File: config.mk
export PLATFORM = sky130hd
export DESIGN_NAME = uart_frame_parser
export DESIGN_NICKNAME = d
export VERILOG_FILES = /design/src/rtl/uart_frame_parser_pkg.sv /design/src/rtl/uart_frame_parser_frame_buf.sv /design/src/rtl/uart_frame_parser.sv
export SDC_FILE = /design/constraint.sdc
export NUM_CORES = 1
export LEC_CHECK = 0
export BUFFER_PORTS_ARGS = -buffer_cell sky130_fd_sc_hd__buf_2
export CORE_UTILIZATION = 62
export DETAILED_ROUTE_END_ITERATION = 6
export GPL_TIMING_DRIVEN = 0
export PLACE_DENSITY = 0.83
export SYNTH_ARGS = -nofsm -noshare
export SYNTH_HDL_FRONTEND = slang
export SYNTH_SLANG_ARGS = --single-unit
File: constraint.sdc
create_clock -name clk -period 6.7 [get_ports clk]
set_input_delay 1.005 -clock clk [delete_from_list [all_inputs] [get_ports clk]]
set_output_delay 1.005 -clock clk [all_outputs]
set_load 0.005 [all_outputs]
File: src/rtl/uart_frame_parser_pkg.sv
// Shared definitions for the UART frame parser: FSM encoding, header bytes
// and the default payload limit.
package uart_frame_parser_pkg;

  typedef enum logic [2:0] {
    ST_IDLE      = 3'd0,
    ST_WAIT_HDR1 = 3'd1,
    ST_GET_LEN   = 3'd2,
    ST_GET_CMD   = 3'd3,
    ST_GET_DATA  = 3'd4,
    ST_GET_SUM   = 3'd5
  } state_t;

  localparam logic [7:0] HDR0_DEF    = 8'h55;
  localparam logic [7:0] HDR1_DEF    = 8'hAA;
  localparam int         MAX_LEN_DEF = 16;
  localparam int         BUF_DEPTH   = 16;

endpackage

File: src/rtl/uart_frame_parser_frame_buf.sv
// Payload buffer: 16x8 register file, one synchronous write port and one
// combinational read port. Cleared by reset.
module uart_frame_parser_frame_buf
  import uart_frame_parser_pkg::*;
(
  input  logic       clk,
  input  logic       rst,
  input  logic       wr_en,
  input  logic [3:0] wr_addr,
  input  logic [7:0] wr_data,
  input  logic [3:0] rd_addr,
  output logic [7:0] rd_data
);

  logic [BUF_DEPTH-1:0][7:0] mem_q;
  logic [BUF_DEPTH-1:0][7:0] mem_d;

  always_comb begin
    mem_d = mem_q;
    if (wr_en) mem_d[wr_addr] = wr_data;
  end

  always_ff @(posedge clk or posedge rst) begin
    if (rst) mem_q <= '0;
    else     mem_q <= mem_d;
  end

  assign rd_data = mem_q[rd_addr];

endmodule

File: src/rtl/uart_frame_parser.sv
// Parses HDR0 HDR1 LEN CMD payload SUM frames from a UART byte stream,
// stores the payload and reports good frames or one of three error pulses.
//
// state        | meaning
// ST_IDLE      | hunting for HDR0
// ST_WAIT_HDR1 | HDR0 seen, expecting HDR1 (HDR0 again resyncs)
// ST_GET_LEN   | expecting payload length
// ST_GET_CMD   | expecting command byte
// ST_GET_DATA  | collecting LEN payload bytes into the buffer
// ST_GET_SUM   | expecting checksum byte
module uart_frame_parser
  import uart_frame_parser_pkg::*;
#(
  parameter int         MAX_LEN = MAX_LEN_DEF,
  parameter int         TIMEOUT = 50000,
  parameter logic [7:0] HDR0    = HDR0_DEF,
  parameter logic [7:0] HDR1    = HDR1_DEF
) (
  input  logic       clk,
  input  logic       rst,
  input  logic [7:0] rx_din,
  input  logic       rx_vld,
  output logic       frm_vld,
  output logic [7:0] frm_cmd,
  output logic [4:0] frm_len,
  input  logic [3:0] rd_addr,
  output logic [7:0] rd_data,
  output logic       err_sum,
  output logic       err_len,
  output logic       err_tout
);

  localparam int             CW = $clog2(TIMEOUT + 1);
  localparam logic [CW-1:0]  TC = CW'(TIMEOUT - 1);

  state_t        state_q, state_d;
  logic [4:0]    len_q, len_d;
  logic [7:0]    cmd_q, cmd_d;
  logic [7:0]    sum_q, sum_d;
  logic [3:0]    idx_q, idx_d;
  logic [CW-1:0] cnt_q, cnt_d;
  logic [7:0]    frm_cmd_q, frm_cmd_d;
  logic [4:0]    frm_len_q, frm_len_d;
  logic          frm_vld_q, frm_vld_d;
  logic          err_sum_q, err_sum_d;
  logic          err_len_q, err_len_d;
  logic          err_tout_q, err_tout_d;
  logic          wr_en;

  always_comb begin
    state_d    = state_q;
    len_d      = len_q;
    cmd_d      = cmd_q;
    sum_d      = sum_q;
    idx_d      = idx_q;
    cnt_d      = cnt_q;
    frm_cmd_d  = frm_cmd_q;
    frm_len_d  = frm_len_q;
    frm_vld_d  = 1'b0;
    err_sum_d  = 1'b0;
    err_len_d  = 1'b0;
    err_tout_d = 1'b0;
    wr_en      = 1'b0;

    // A byte arriving on the terminal count wins over the timeout.
    if (state_q == ST_IDLE || rx_vld) begin
      cnt_d = '0;
    end else if (cnt_q == TC) begin
      cnt_d      = '0;
      err_tout_d = 1'b1;
      state_d    = ST_IDLE;
    end else begin
      cnt_d = cnt_q + 1'b1;
    end

    if (rx_vld) begin
      case (state_q)
        ST_IDLE: begin
          if (rx_din == HDR0) state_d = ST_WAIT_HDR1;
        end
        ST_WAIT_HDR1: begin
          if (rx_din == HDR1)      state_d = ST_GET_LEN;
          else if (rx_din != HDR0) state_d = ST_IDLE;
        end
        ST_GET_LEN: begin
          if (rx_din > 8'(MAX_LEN)) begin
            err_len_d = 1'b1;
            state_d   = ST_IDLE;
          end else begin
            len_d   = rx_din[4:0];
            sum_d   = rx_din;
            idx_d   = '0;
            state_d = ST_GET_CMD;
          end
        end
        ST_GET_CMD: begin
          cmd_d   = rx_din;
          sum_d   = sum_q + rx_din;
          state_d = (len_q != 5'd0) ? ST_GET_DATA : ST_GET_SUM;
        end
        ST_GET_DATA: begin
          wr_en = 1'b1;
          sum_d = sum_q + rx_din;
          idx_d = idx_q + 4'd1;
          if ({1'b0, idx_q} == len_q - 5'd1) state_d = ST_GET_SUM;
        end
        ST_GET_SUM: begin
          if (rx_din == sum_q) begin
            frm_vld_d = 1'b1;
            frm_cmd_d = cmd_q;
            frm_len_d = len_q;
          end else begin
            err_sum_d = 1'b1;
          end
          state_d = ST_IDLE;
        end
        default: state_d = ST_IDLE;
      endcase
    end
  end

  always_ff @(posedge clk or posedge rst) begin
    if (rst) begin
      state_q    <= ST_IDLE;
      len_q      <= '0;
      cmd_q      <= '0;
      sum_q      <= '0;
      idx_q      <= '0;
      cnt_q      <= '0;
      frm_cmd_q  <= '0;
      frm_len_q  <= '0;
      frm_vld_q  <= 1'b0;
      err_sum_q  <= 1'b0;
      err_len_q  <= 1'b0;
      err_tout_q <= 1'b0;
    end else begin
      state_q    <= state_d;
      len_q      <= len_d;
      cmd_q      <= cmd_d;
      sum_q      <= sum_d;
      idx_q      <= idx_d;
      cnt_q      <= cnt_d;
      frm_cmd_q  <= frm_cmd_d;
      frm_len_q  <= frm_len_d;
      frm_vld_q  <= frm_vld_d;
      err_sum_q  <= err_sum_d;
      err_len_q  <= err_len_d;
      err_tout_q <= err_tout_d;
    end
  end

  uart_frame_parser_frame_buf frame_buf (
    .clk     (clk),
    .rst     (rst),
    .wr_en   (wr_en),
    .wr_addr (idx_q),
    .wr_data (rx_din),
    .rd_addr (rd_addr),
    .rd_data (rd_data)
  );

  assign frm_vld  = frm_vld_q;
  assign frm_cmd  = frm_cmd_q;
  assign frm_len  = frm_len_q;
  assign err_sum  = err_sum_q;
  assign err_len  = err_len_q;
  assign err_tout = err_tout_q;

endmodule

==> reports/results.ini, run 1 <==
[outcome]
status = complete, no violations

[drt]
vias = 5923
wl_per_cell_microns = 21.8
viasPerCell = 6.37
postRouteAntennaNets = 0
first_pass_iters = 7
wl_microns = 20300
drc = 0
drt_iter0_drc = 494

[setup_path]
required_ps = 5690
path_class = input pin to primary output
crit_path_end_kind = primary output
r2r-start = sum_q[6]
critPathLaunchType = input pin
critPathTopFamily = multiplexers
crit_buf_inv = 3
cp_max_fo = 10
worstPathArrival_ps = 3010
worst_path_largest_cell_delay_ps = 620
startpoint = rd_addr[0]
critPathSlowestCell = mux4_2
worstPathCellList = clkbuf_1 -> buf_2 -> mux4_2 -> mux4_2 -> buf_2

[clock_tree]
path_clk_slew_ps = 70
numCtsBuffers = 17
cts_tree = done
holdBufCountCts = 0
clk_path_buf_depth = 2
numClockSinks = 189
worstSkewPairLatency_ps = 440
cts_root_buf = clkbuf_16
cts_resized = 0
htree_levels = 4
cts_setup_buffers = 0

[grt]
overflow = 0
grt_use_total = 0.296
grt_pass1_wl_microns = 32600
antenna_found_initial = 0
grt_pass1_vias = 6059
grt_max_degree = 97

[pwr]
ir_drop_v = 0.000198
power_density_mw_per_mm2 = 393
switching_share = 0.302
power_w = 0.00395
internal-power_w = 0.00275
combinationalPowerShare = 0.291
p_seq_frac = 0.446
power_frac_clock = 0.263
p_sw_w = 0.00119
power.leakage_nw = 4.65

[floorplan]
die_area_sq_mm = 0.0150
pin_count = 40
die_x_microns = 122
core_area_sq_mm = 0.0140
die_h_microns = 122
initial_core_util = 0.643
num_rows = 43

[placed_design]
placed_area_sq_mm = 0.00943
place_congestion = 0.868
place_hpwl_microns = 13700
io_buffers = 36

[logic_synthesis]
yosysSeqAreaShare = 0.526
syn_avg_cell_area_sq_um = 13.2
syn_nets = 711
synth_edf_count = 0
async_flop_share = 1.00
syn_area_sq_mm = 0.00899
synth_largest_area_cell = dfrtp_1
synth_flop_cell = dfrtp_1
ys_types = 56
synth_area_leaders = dfrtp_1, mux2_2, mux4_2
yosysWarnings = 0
ys_ff_latch = 189
synthCells = 682
yosysTopAreaCellShare = 0.526

[timing]
setup_viol = 0
fin_skew_ps = 10.3
fin_crit_ps = 4010
final_min_period_over_clock_period = 0.599
rsz0062_at_grt = no
tightest_slew_ps = 796
hold_viol = 0
drv_slew = 0
fmax_mhz = 249
slew_headroom = 0.469

[layout]
final_cell_mix = dfrtp_1, mux2_2, nand2_1
final_cell_area_sq_mm = 0.0100
layout_commonest_cell = dfrtp_1
fin_nets = 767
diodes = 0
drive_gt1_frac = 0.343
area_growth_pct = 11.6

[worst_hold_path]
holdCritStartpoint = cnt_q[0]
min_path_type = flip-flop to flip-flop

[job]
max_cap_violations = 0

-- Yosys cell counts, drive strengths merged (2+ instances only) --
cell,n
a22oi,2
a21oi,11
o41ai,2
nor4b,2
mux2,126
o211ai,3
a211oi,4
nor4bb,2
xor2,6
a21o,2
nand4,4
inv,15
nor4,3
o22ai,2
nor3b,2
and4,2
mux4,40
mux2i,4
buf,16
nand2b,6
clkbuf,25
and3,10
nor2,28
o21a,3
dfrtp,189
or3,4
nand3,18
o21ai,39
nor3,8
o311ai,2
nand2,53
xnor2,14
ha,13
nor2b,9
-- cell type report --
cell class	instances	area [sq um]
sequential	189	4730
clock inverter	12	160
tap	180	225
buffer	41	184
timing repair buffer	37	208
multi-input combinational	436	4020
clock buffer	19	443
fill	903	3950
inverter	16	67.6
-- layer usage --
metal | GRT usage | vias to the layer above | share of wire
met4 | 0.124 | 0 | 0.027
met3 | 0.0479 | 38 | 0.050
met1 | 0.401 | 3075 | 0.43
met5 | 0 | - | 0
met2 | 0.478 | 211 | 0.50
li1 | - | 2599 | -
-- worst register-to-register path: cells and delay by family, from the launching register on --
kind | cells | cell delay (ps)
adders and majority gates | 1 | 390
buffers and inverters | 1 | 300
DFF | 1 | 390
muxes | 1 | 290
and+or+nand+nor | 3 | 930
-- flip-flops by register name (all words and copies together) (netlist names) --
| name | flops |
|---|---|
| frame_buf.mem_q | 128 |
| cnt_q | 16 |
| cmd_q | 8 |
| frm_cmd | 8 |
| sum_q | 8 |
| frm_len | 5 |
| len_q | 5 |
| idx_q | 4 |
| state_q | 3 |
| err_len | 1 |
| err_sum | 1 |
| err_tout | 1 |
| frm_vld | 1 |
-- per-stage QoR --
step | hold WS (ps) | setup slack (ps) | instances | utilization | TNS (ps)
2_1_floorplan | 425 | 553 | 682 | - | 0
3_3_place_gp | 438 | -1050 | 898 | 0.672 | -195790
3_5_place_dp | 462 | 2690 | 899 | 0.674 | 0
4_1_cts | 471 | 2650 | 930 | 0.717 | 0
5_1_grt | 500 | 2600 | 930 | 0.717 | 0
6_report | 464 | 2690 | 930 | 0.717 | 0
-- cells by family (layout without fill, tap and decap cells) --
logic type      after synthesis  in the layout  synth area share
mux                         170            170             0.264
simple gates                153            153            0.0870
fa+ha+maj                    14             14            0.0203
compound gates               79             79            0.0561
xor+xnor                     20             20            0.0195
flops                       189            189             0.526
buf+inv                      57            125            0.0271
-- path summary, 6_finish.rpt --
| path | cells past startpoint | to | slack (ps) |
|---|---|---|---|
| setup / recovery | 5 | rd_data[3] | 2690 |
| hold / removal | 1 | cnt_q[0] | 460 |
| setup reg to reg | 6 | frm_cmd[7] | 4280 |
| hold reg to reg | 1 | cnt_q[0] | 460 |
| max in group asynchronous | 3 | sum_q[0] | 5110 |
| min in group asynchronous | 2 | frm_len[1] | 690 |
-- power by group through the flow --
stage          Sequential, W  Clock [W]  Combinational (W)
6_report             0.00176    0.00104            0.00115
5_1_grt              0.00180    0.00109            0.00124
4_1_cts              0.00175    0.00105            0.00115
3_5_place_dp         0.00177          0            0.00112
3_3_place_gp         0.00173          0            0.00106
2_1_floorplan        0.00169          0           0.000883
Power figures use the tool's default switching activity.
==> run 2: changes to the inputs <==
--- a/config.mk
+++ b/config.mk
@@ -6,10 +6,10 @@
 export NUM_CORES = 1
 export LEC_CHECK = 0
 export BUFFER_PORTS_ARGS = -buffer_cell sky130_fd_sc_hd__buf_2
-export CORE_UTILIZATION = 62
+export CORE_UTILIZATION = 56
 export DETAILED_ROUTE_END_ITERATION = 6
 export GPL_TIMING_DRIVEN = 0
-export PLACE_DENSITY = 0.83
+export PLACE_DENSITY = 0.79
 export SYNTH_ARGS = -nofsm -noshare
 export SYNTH_HDL_FRONTEND = slang
 export SYNTH_SLANG_ARGS = --single-unit
==> constraint.sdc (replaced) <==
create_clock -name clk -period 3.3 [get_ports clk]
set_input_delay 0.495 -clock clk [delete_from_list [all_inputs] [get_ports clk]]
set_output_delay 0.495 -clock clk [all_outputs]
set_load 0.005 [all_outputs]
==> reports/results.ini, run 2 (synthesis gave the netlist of run 1 again) <==
[clock_tree]
cts_root_buf = clkbuf_16
clk_path_buf_depth = 2  ; unchanged
numCtsBuffers = 17  ; unchanged
holdBufCountCts = 0  ; unchanged
cts_tree = done
numClockSinks = 189  ; unchanged
cts_resized = 0  ; unchanged
htree_levels = 4  ; unchanged
cts_setup_buffers = 0  ; unchanged
path_clk_slew_ps = 60  ; about the same
worstSkewPairLatency_ps = 440  ; about the same

[layout]
fin_nets = 770  ; +0.39%
stdcell_count = 962  ; +3.4%
final_cell_mix = dfrtp_1, mux2_2, nand2_1
area_growth_pct = 12.1
layout_commonest_cell = dfrtp_1
drive_gt1_frac = 0.340  ; -0.00312
top_regs = frame_buf.mem_q (128), cnt_q (16)
largest_reg_flops = 128  ; unchanged
diodes = 0  ; unchanged
top_register = frame_buf.mem_q

[pwr]
switching_share = 0.296  ; -0.00639
internal-power_w = 0.00552  ; +100%
ir_drop_v = 0.000478  ; +140%
p_sw_w = 0.00232  ; +95%
p_seq_frac = 0.455  ; +0.009
power_density_mw_per_mm2 = 778  ; +98%
power_frac_clock = 0.251  ; -0.012
power_w = 0.00784  ; +99%
power.leakage_nw = 4.65  ; about the same
combinationalPowerShare = 0.294  ; +0.003

[floorplan]
initial_core_util = 0.583  ; -0.0600
pin_count = 40  ; unchanged
num_rows = 45  ; +4.7%
die_h_microns = 129  ; +5.1%
die_area_sq_mm = 0.0166  ; +11%
core_area_sq_mm = 0.0154  ; +10%
die_x_microns = 129  ; +5.1%

[timing]
fmax_mhz = 341
fin_crit_ps = 2940
fin_skew_ps = 7.15  ; -3.17 ps
whs_ps = 199  ; -265 ps
setup_viol = 0  ; unchanged
slew_headroom = 0.476  ; +0.00717
tightest_slew_ps = 784  ; -12.4 ps
drv_slew = 0  ; unchanged
hold_viol = 0  ; unchanged
final_min_period_over_clock_period = 0.889
rsz0062_at_grt = no

[setup_path]
worstPathArrival_ps = 2440  ; -570 ps
critPathSlowestCell = mux4_2
required_ps = 2800  ; -2890 ps
worst_path_largest_cell_delay_ps = 620  ; about the same
critPathLaunchType = input pin
r2r_setup_slack_ps = 960  ; -3320 ps
crit_buf_inv = 3  ; unchanged
critPathTopFamily = multiplexers
path_class = input pin to primary output
worstPathCellList = clkbuf_1 -> buf_2 -> mux4_2 -> mux4_2 -> buf_2
cp_max_fo = 10  ; unchanged
crit_path_end_kind = primary output

[grt]
grt_max_degree = 46  ; -53%
grt_pass1_vias = 6124  ; +1.1%
antenna_found_initial = 0  ; unchanged
grt_use_total = 0.266  ; -0.0299
grt_pass1_wl_microns = 32800  ; +0.64%
overflow = 0  ; unchanged

[drt]
viasPerCell = 6.11  ; -4.1%
postRouteAntennaNets = 0  ; unchanged
drc = 0  ; unchanged
first_pass_iters = 5  ; -2
wl_microns = 20100  ; -0.86%
drt_iter0_drc = 290  ; -41%
wl_per_cell_microns = 20.9  ; -4.2%
vias = 5875  ; -0.81%

[placed_design]
dpl.cell_count = 933  ; +3.8%
io_buffers = 36  ; unchanged
place_congestion = 0.909  ; +4.8%
place_hpwl_microns = 14100  ; +2.7%

[worst_hold_path]
min_path_type = input pin to asynchronous set/reset pin

[job]
max_cap_violations = 0  ; unchanged

[outcome]
status = complete, no violations

run 2: changes by cell type in the layout (fill, tap and decap cells not counted):
cell / previous run / this run
bufinv_16: 3 / 2
clkbuf_8: 1 / 2
inv_6: 2 / 0
inv_8: 2 / 0
clkinv_2: 2 / 1
buf_12: 0 / 4
buf_16: 1 / 0
clkbuf_1: 26 / 29
run 2: cell type report:
cell class | count | area [sq um]
Timing Repair Buffer | 40 | 260
Multi-Input combinational cell | 436 | 4020
Inverter | 16 | 63.8
Fill cell | 1153 | 5350
Buffer | 41 | 184
Clock inverter | 6 | 88.8
Sequential cell | 189 | 4730
Clock buffer | 23 | 468
Tap cell | 211 | 264
run 2: per-stage QoR:
| step | utilization | setup TNS, ps | setup WS [ps] | instance area (sq um) |
|---|---|---|---|---|
| 6_report | 0.653 | 0 | 365 | 10100 |
| 5_1_grt | 0.653 | 0 | 259 | 10100 |
| 4_1_cts | 0.653 | 0 | 341 | 10100 |
| 3_5_place_dp | 0.617 | 0 | 350 | 9520 |
| 3_3_place_gp | 0.612 | -92310 | -503 | 9440 |
| 2_1_floorplan | - | 0 | 371 | 9000 |
run 2: power groups by stage:
stage          clock [W]  sequential [W]  combinational [W]
2_1_floorplan          0         0.00344            0.00179
3_3_place_gp           0         0.00350            0.00214
3_5_place_dp           0         0.00359            0.00229
4_1_cts          0.00200         0.00355            0.00231
5_1_grt          0.00208         0.00365            0.00253
6_report         0.00197         0.00356            0.00231
run 2: worst paths after layout:
kind | start | end | cells past startpoint
setup / recovery | rd_addr[0] | rd_data[3] | 5
hold / removal | rst | frm_cmd[3] | 2
setup reg to reg | sum_q[6] | frm_cmd[7] | 6
hold reg to reg | cnt_q[0] | cnt_q[0] | 1
max in group asynchronous | rst | frame_buf.mem_q[46] | 5
min in group clk | rx_vld | state_q[2] | 3
run 2: routing by layer:
| metal | up-vias | share of wire | wire, microns | GRT usage |
|---|---|---|---|---|
| met2 | 178 | 0.49 | 9870 | 0.434 |
| li1 | 2596 | - | - | - |
| met5 | - | 0 | 0 | 0 |
| met4 | 0 | 0.017 | 332 | 0.0803 |
| met1 | 3073 | 0.44 | 8790 | 0.361 |
| met3 | 28 | 0.055 | 1100 | 0.0557 |
run 2: worst register-to-register path, delay by kind of cell (launching register included):
family / cells / cell delay [ps]
muxes: 1 / 290
and+or+nand+nor: 3 / 850
DFF: 1 / 390
buffers and inverters: 1 / 320
adders and majority gates: 1 / 370
==> run 3: changes to the inputs <==
--- a/config.mk
+++ b/config.mk
@@ -5,7 +5,9 @@
 export SDC_FILE = /design/constraint.sdc
 export NUM_CORES = 1
 export LEC_CHECK = 0
+export ABC_AREA = 1
 export BUFFER_PORTS_ARGS = -buffer_cell sky130_fd_sc_hd__buf_2
+export CORE_ASPECT_RATIO = 1.2
 export CORE_UTILIZATION = 56
 export DETAILED_ROUTE_END_ITERATION = 6
 export GPL_TIMING_DRIVEN = 0
==> reports/results.ini, run 3 <==
[timing]
drv_slew = 0  ; unchanged
hold_viol = 0  ; unchanged
slew_headroom = 0.397  ; -0.0788
fin_skew_ps = 9.12  ; +1.97 ps
tightest_slew_ps = 904  ; +120 ps
fin_crit_ps = 2850  ; -86.6 ps
setup_viol = 0  ; unchanged
fmax_mhz = 351  ; +3.0%
timing.final.ws_setup_ps = 452  ; +86.6 ps
final_min_period_over_clock_period = 0.863  ; -0.0263
rsz0062_at_grt = no

[setup_path]
worstPathArrival_ps = 2350  ; -90 ps
critPathLaunchType = input pin
crit_path_end_kind = primary output
critPathSlowestCell = clkbuf_1
r2r-start = state_q[0]
r2r_cells = 10  ; +4
r2r_setup_slack_ps = 1190  ; +230 ps
r2r_end = sum_q[7]
worst_path_largest_cell_delay_ps = 500  ; -120 ps
worstPathCellList = clkbuf_1 -> clkbuf_1 -> a21oi_1 -> o21ai_0 -> nand2_1 -> o221ai_1 -> nand2_1 -> buf_2
cp_max_fo = 10  ; unchanged
path_class = input pin to primary output
required_ps = 2800  ; about the same

[drt]
drc = 0  ; unchanged
postRouteAntennaNets = 0  ; unchanged
drt-met1-wl_microns = 10200  ; +16%
wl_per_cell_microns = 18.2  ; -13%
vias = 8189  ; +39%
viasPerCell = 5.74  ; -6.0%
met2WireLength_microns = 12400  ; +25%
top_layer = met4
first_pass_iters = 6  ; +1
route.met3.wl_microns = 1860  ; +70%
drt_iter0_drc = 655  ; +130%
wl_microns = 26000  ; +29%

[job]
max_cap_violations = 0  ; unchanged

[logic_synthesis]
synth_common_cells = nand2_1, dfrtp_1, o21ai_0, a21oi_1, inv_1
synth_area_leaders = dfrtp_1, nand2_1, o21ai_0
synth_edf_count = 0  ; unchanged
yosysSeqAreaShare = 0.500  ; -0.0264
syn_area_sq_mm = 0.00947  ; +5.3%
syn_avg_cell_area_sq_um = 8.30  ; -37%
yosysTopAreaCellShare = 0.500  ; -0.0264
synthCells = 1141  ; +67%
synth_largest_area_cell = dfrtp_1
yosysWarnings = 0  ; unchanged
ys_ff_latch = 189  ; unchanged
syn_nets = 1170  ; +65%
synth_most_common_cell = nand2_1
ys_types = 43  ; -23%
async_flop_share = 1.00  ; unchanged
synth_flop_cell = dfrtp_1

[clock_tree]
numCtsBuffers = 17  ; unchanged
path_clk_slew_ps = 70  ; about the same
htree_levels = 4  ; unchanged
numClockSinks = 189  ; unchanged
worstSkewPairLatency_ps = 450  ; about the same
cts_setup_buffers = 0  ; unchanged
cts_root_buf = clkbuf_16
clk_path_buf_depth = 2  ; unchanged
holdBufCountCts = 0  ; unchanged
cts_tree = done
cts_resized = 0  ; unchanged

[outcome]
status = complete, no violations

[layout]
final_cell_mix = nand2_1, dfrtp_1, o21ai_0
diodes = 0  ; unchanged
seqCellArea_sq_mm = 0.00473  ; unchanged
largest_reg_flops = 128  ; unchanged
area_growth_pct = 13.4
final_util = 0.655  ; +0.00133
top_regs = frame_buf.mem_q (128), cnt_q (16)
multi_input_area_sq_mm = 0.00391  ; -2.7%
top_register = frame_buf.mem_q
nFillCells = 1354  ; +17%
layout_commonest_cell = nand2_1
drive_gt1_frac = 0.114  ; -0.225
fin_nets = 1231  ; +60%

[pwr]
power_frac_clock = 0.413  ; +0.162
combinationalPowerShare = 0.146  ; -0.148
p_sw_w = 0.00159  ; -32%
power.leakage_nw = 5.43  ; +17%
power_density_mw_per_mm2 = 538  ; -31%
power_w = 0.00578  ; -26%
ir_drop_v = 0.000452  ; -5.5%
p_seq_frac = 0.441  ; -0.014
switching_share = 0.275  ; -0.0213
internal-power_w = 0.00419  ; -24%

[floorplan]
core_area_sq_mm = 0.0164  ; +6.3%
die_area_sq_mm = 0.0174  ; +5.2%
num_rows = 51  ; +13%
die_h_microns = 144  ; +12%
initial_core_util = 0.577  ; -0.00556
die_x_microns = 121  ; -6.2%
pin_count = 40  ; unchanged

[worst_hold_path]
min_path_type = input pin to asynchronous set/reset pin

[placed_design]
place_hpwl_microns = 18800  ; +33%
place_congestion = 0.982  ; +7.9%
preCtsSetupSlack_ps = 482  ; +132 ps
io_buffers = 36  ; unchanged

[grt]
antenna_found_initial = 0  ; unchanged
overflow = 0  ; unchanged
grt_pass1_wl_microns = 41600  ; +27%
grt_pass1_vias = 7986  ; +30%
grt_max_degree = 45  ; -2.2%
grt_use_total = 0.320  ; +0.0545

## run 3: changes by cell type in the layout (fill, tap and decap cells not counted), sizes merged, moves of 10 or more
cell / delta
mux2: -117
a21oi: +117
o21ai: +119
o221ai: +10
nand3: +19
inv: +108
mux4: -40
nand2: +173
nor2: +91
buf: +19
## run 3: worst max-delay path, delay by kind of cell
kind            cells  cell delay (ps)
buf+inv             3              990
compound gates      3              690
simple gates        2              190
## run 3: cell type report
cell class / instances / share of cell area
plain buffers: 67 / 0.0353
clock buffers: 17 / 0.0396
clock inverters: 15 / 0.0239
inverters: 120 / 0.0423
multi-input cells: 765 / 0.364
flip-flops and latches: 189 / 0.441
well taps: 212 / 0.0247
repair buffers: 42 / 0.0294
## run 3: how the worst max path moves through the flow
stage | slack (ps) | startpoint | cells past startpoint | end
2_1_floorplan | 370 | rst | 1 | cmd_q[0]
4_1_cts | 590 | rd_addr[0] | 8 | rd_data[2]
5_1_grt | 330 | rd_addr[1] | 8 | rd_data[1]
3_5_place_dp | 480 | rx_din[1] | 11 | sum_q[4]
3_3_place_gp | -750 | rst | 2 | cnt_q[3]
6_report | 450 | rd_addr[1] | 8 | rd_data[1]
## run 3: power by group through the flow
stage | Clock [W] | Combinational (W) | Sequential [W]
after CTS | 0.00239 | 0.000833 | 0.00255
after floorplan | 0 | 0.000590 | 0.00257
after detailed placement | 0 | 0.000827 | 0.00259
after global placement | 0 | 0.000781 | 0.00259
after global routing | 0.00248 | 0.000946 | 0.00256
final | 0.00238 | 0.000844 | 0.00255
## run 3: layer usage
layer	GRT usage	vias to the layer above
met5	0	-
met4	0.200	0
met2	0.527	346
met1	0.391	3880
met3	0.0599	99
li1	-	3864
## run 3: kinds of logic after synthesis
| logic type | Yosys count | share of synthesized area |
|---|---|---|
| adder cells (fa/ha/maj) | 14 | 0.0193 |
| XOR/XNOR | 14 | 0.0130 |
| AO/OA/AOI/OAI | 321 | 0.180 |
| flip-flops | 189 | 0.500 |
| buffers and inverters | 187 | 0.0876 |
| multiplexers | 9 | 0.0107 |
| AND/OR/NAND/NOR | 407 | 0.190 |
## run 3: stage by stage
step / instance area (sq um) / hold WS (ps) / std cells / setup TNS (ps)
floorplan: 9470 / 433 / 1141 / 0
global placement: 9920 / 447 / 1389 / -138930
detailed placement: 10100 / 456 / 1395 / 0
CTS: 10700 / 49.8 / 1427 / 0
global route: 10700 / 73.2 / 1427 / 0
finish: 10700 / 44.7 / 1427 / 0
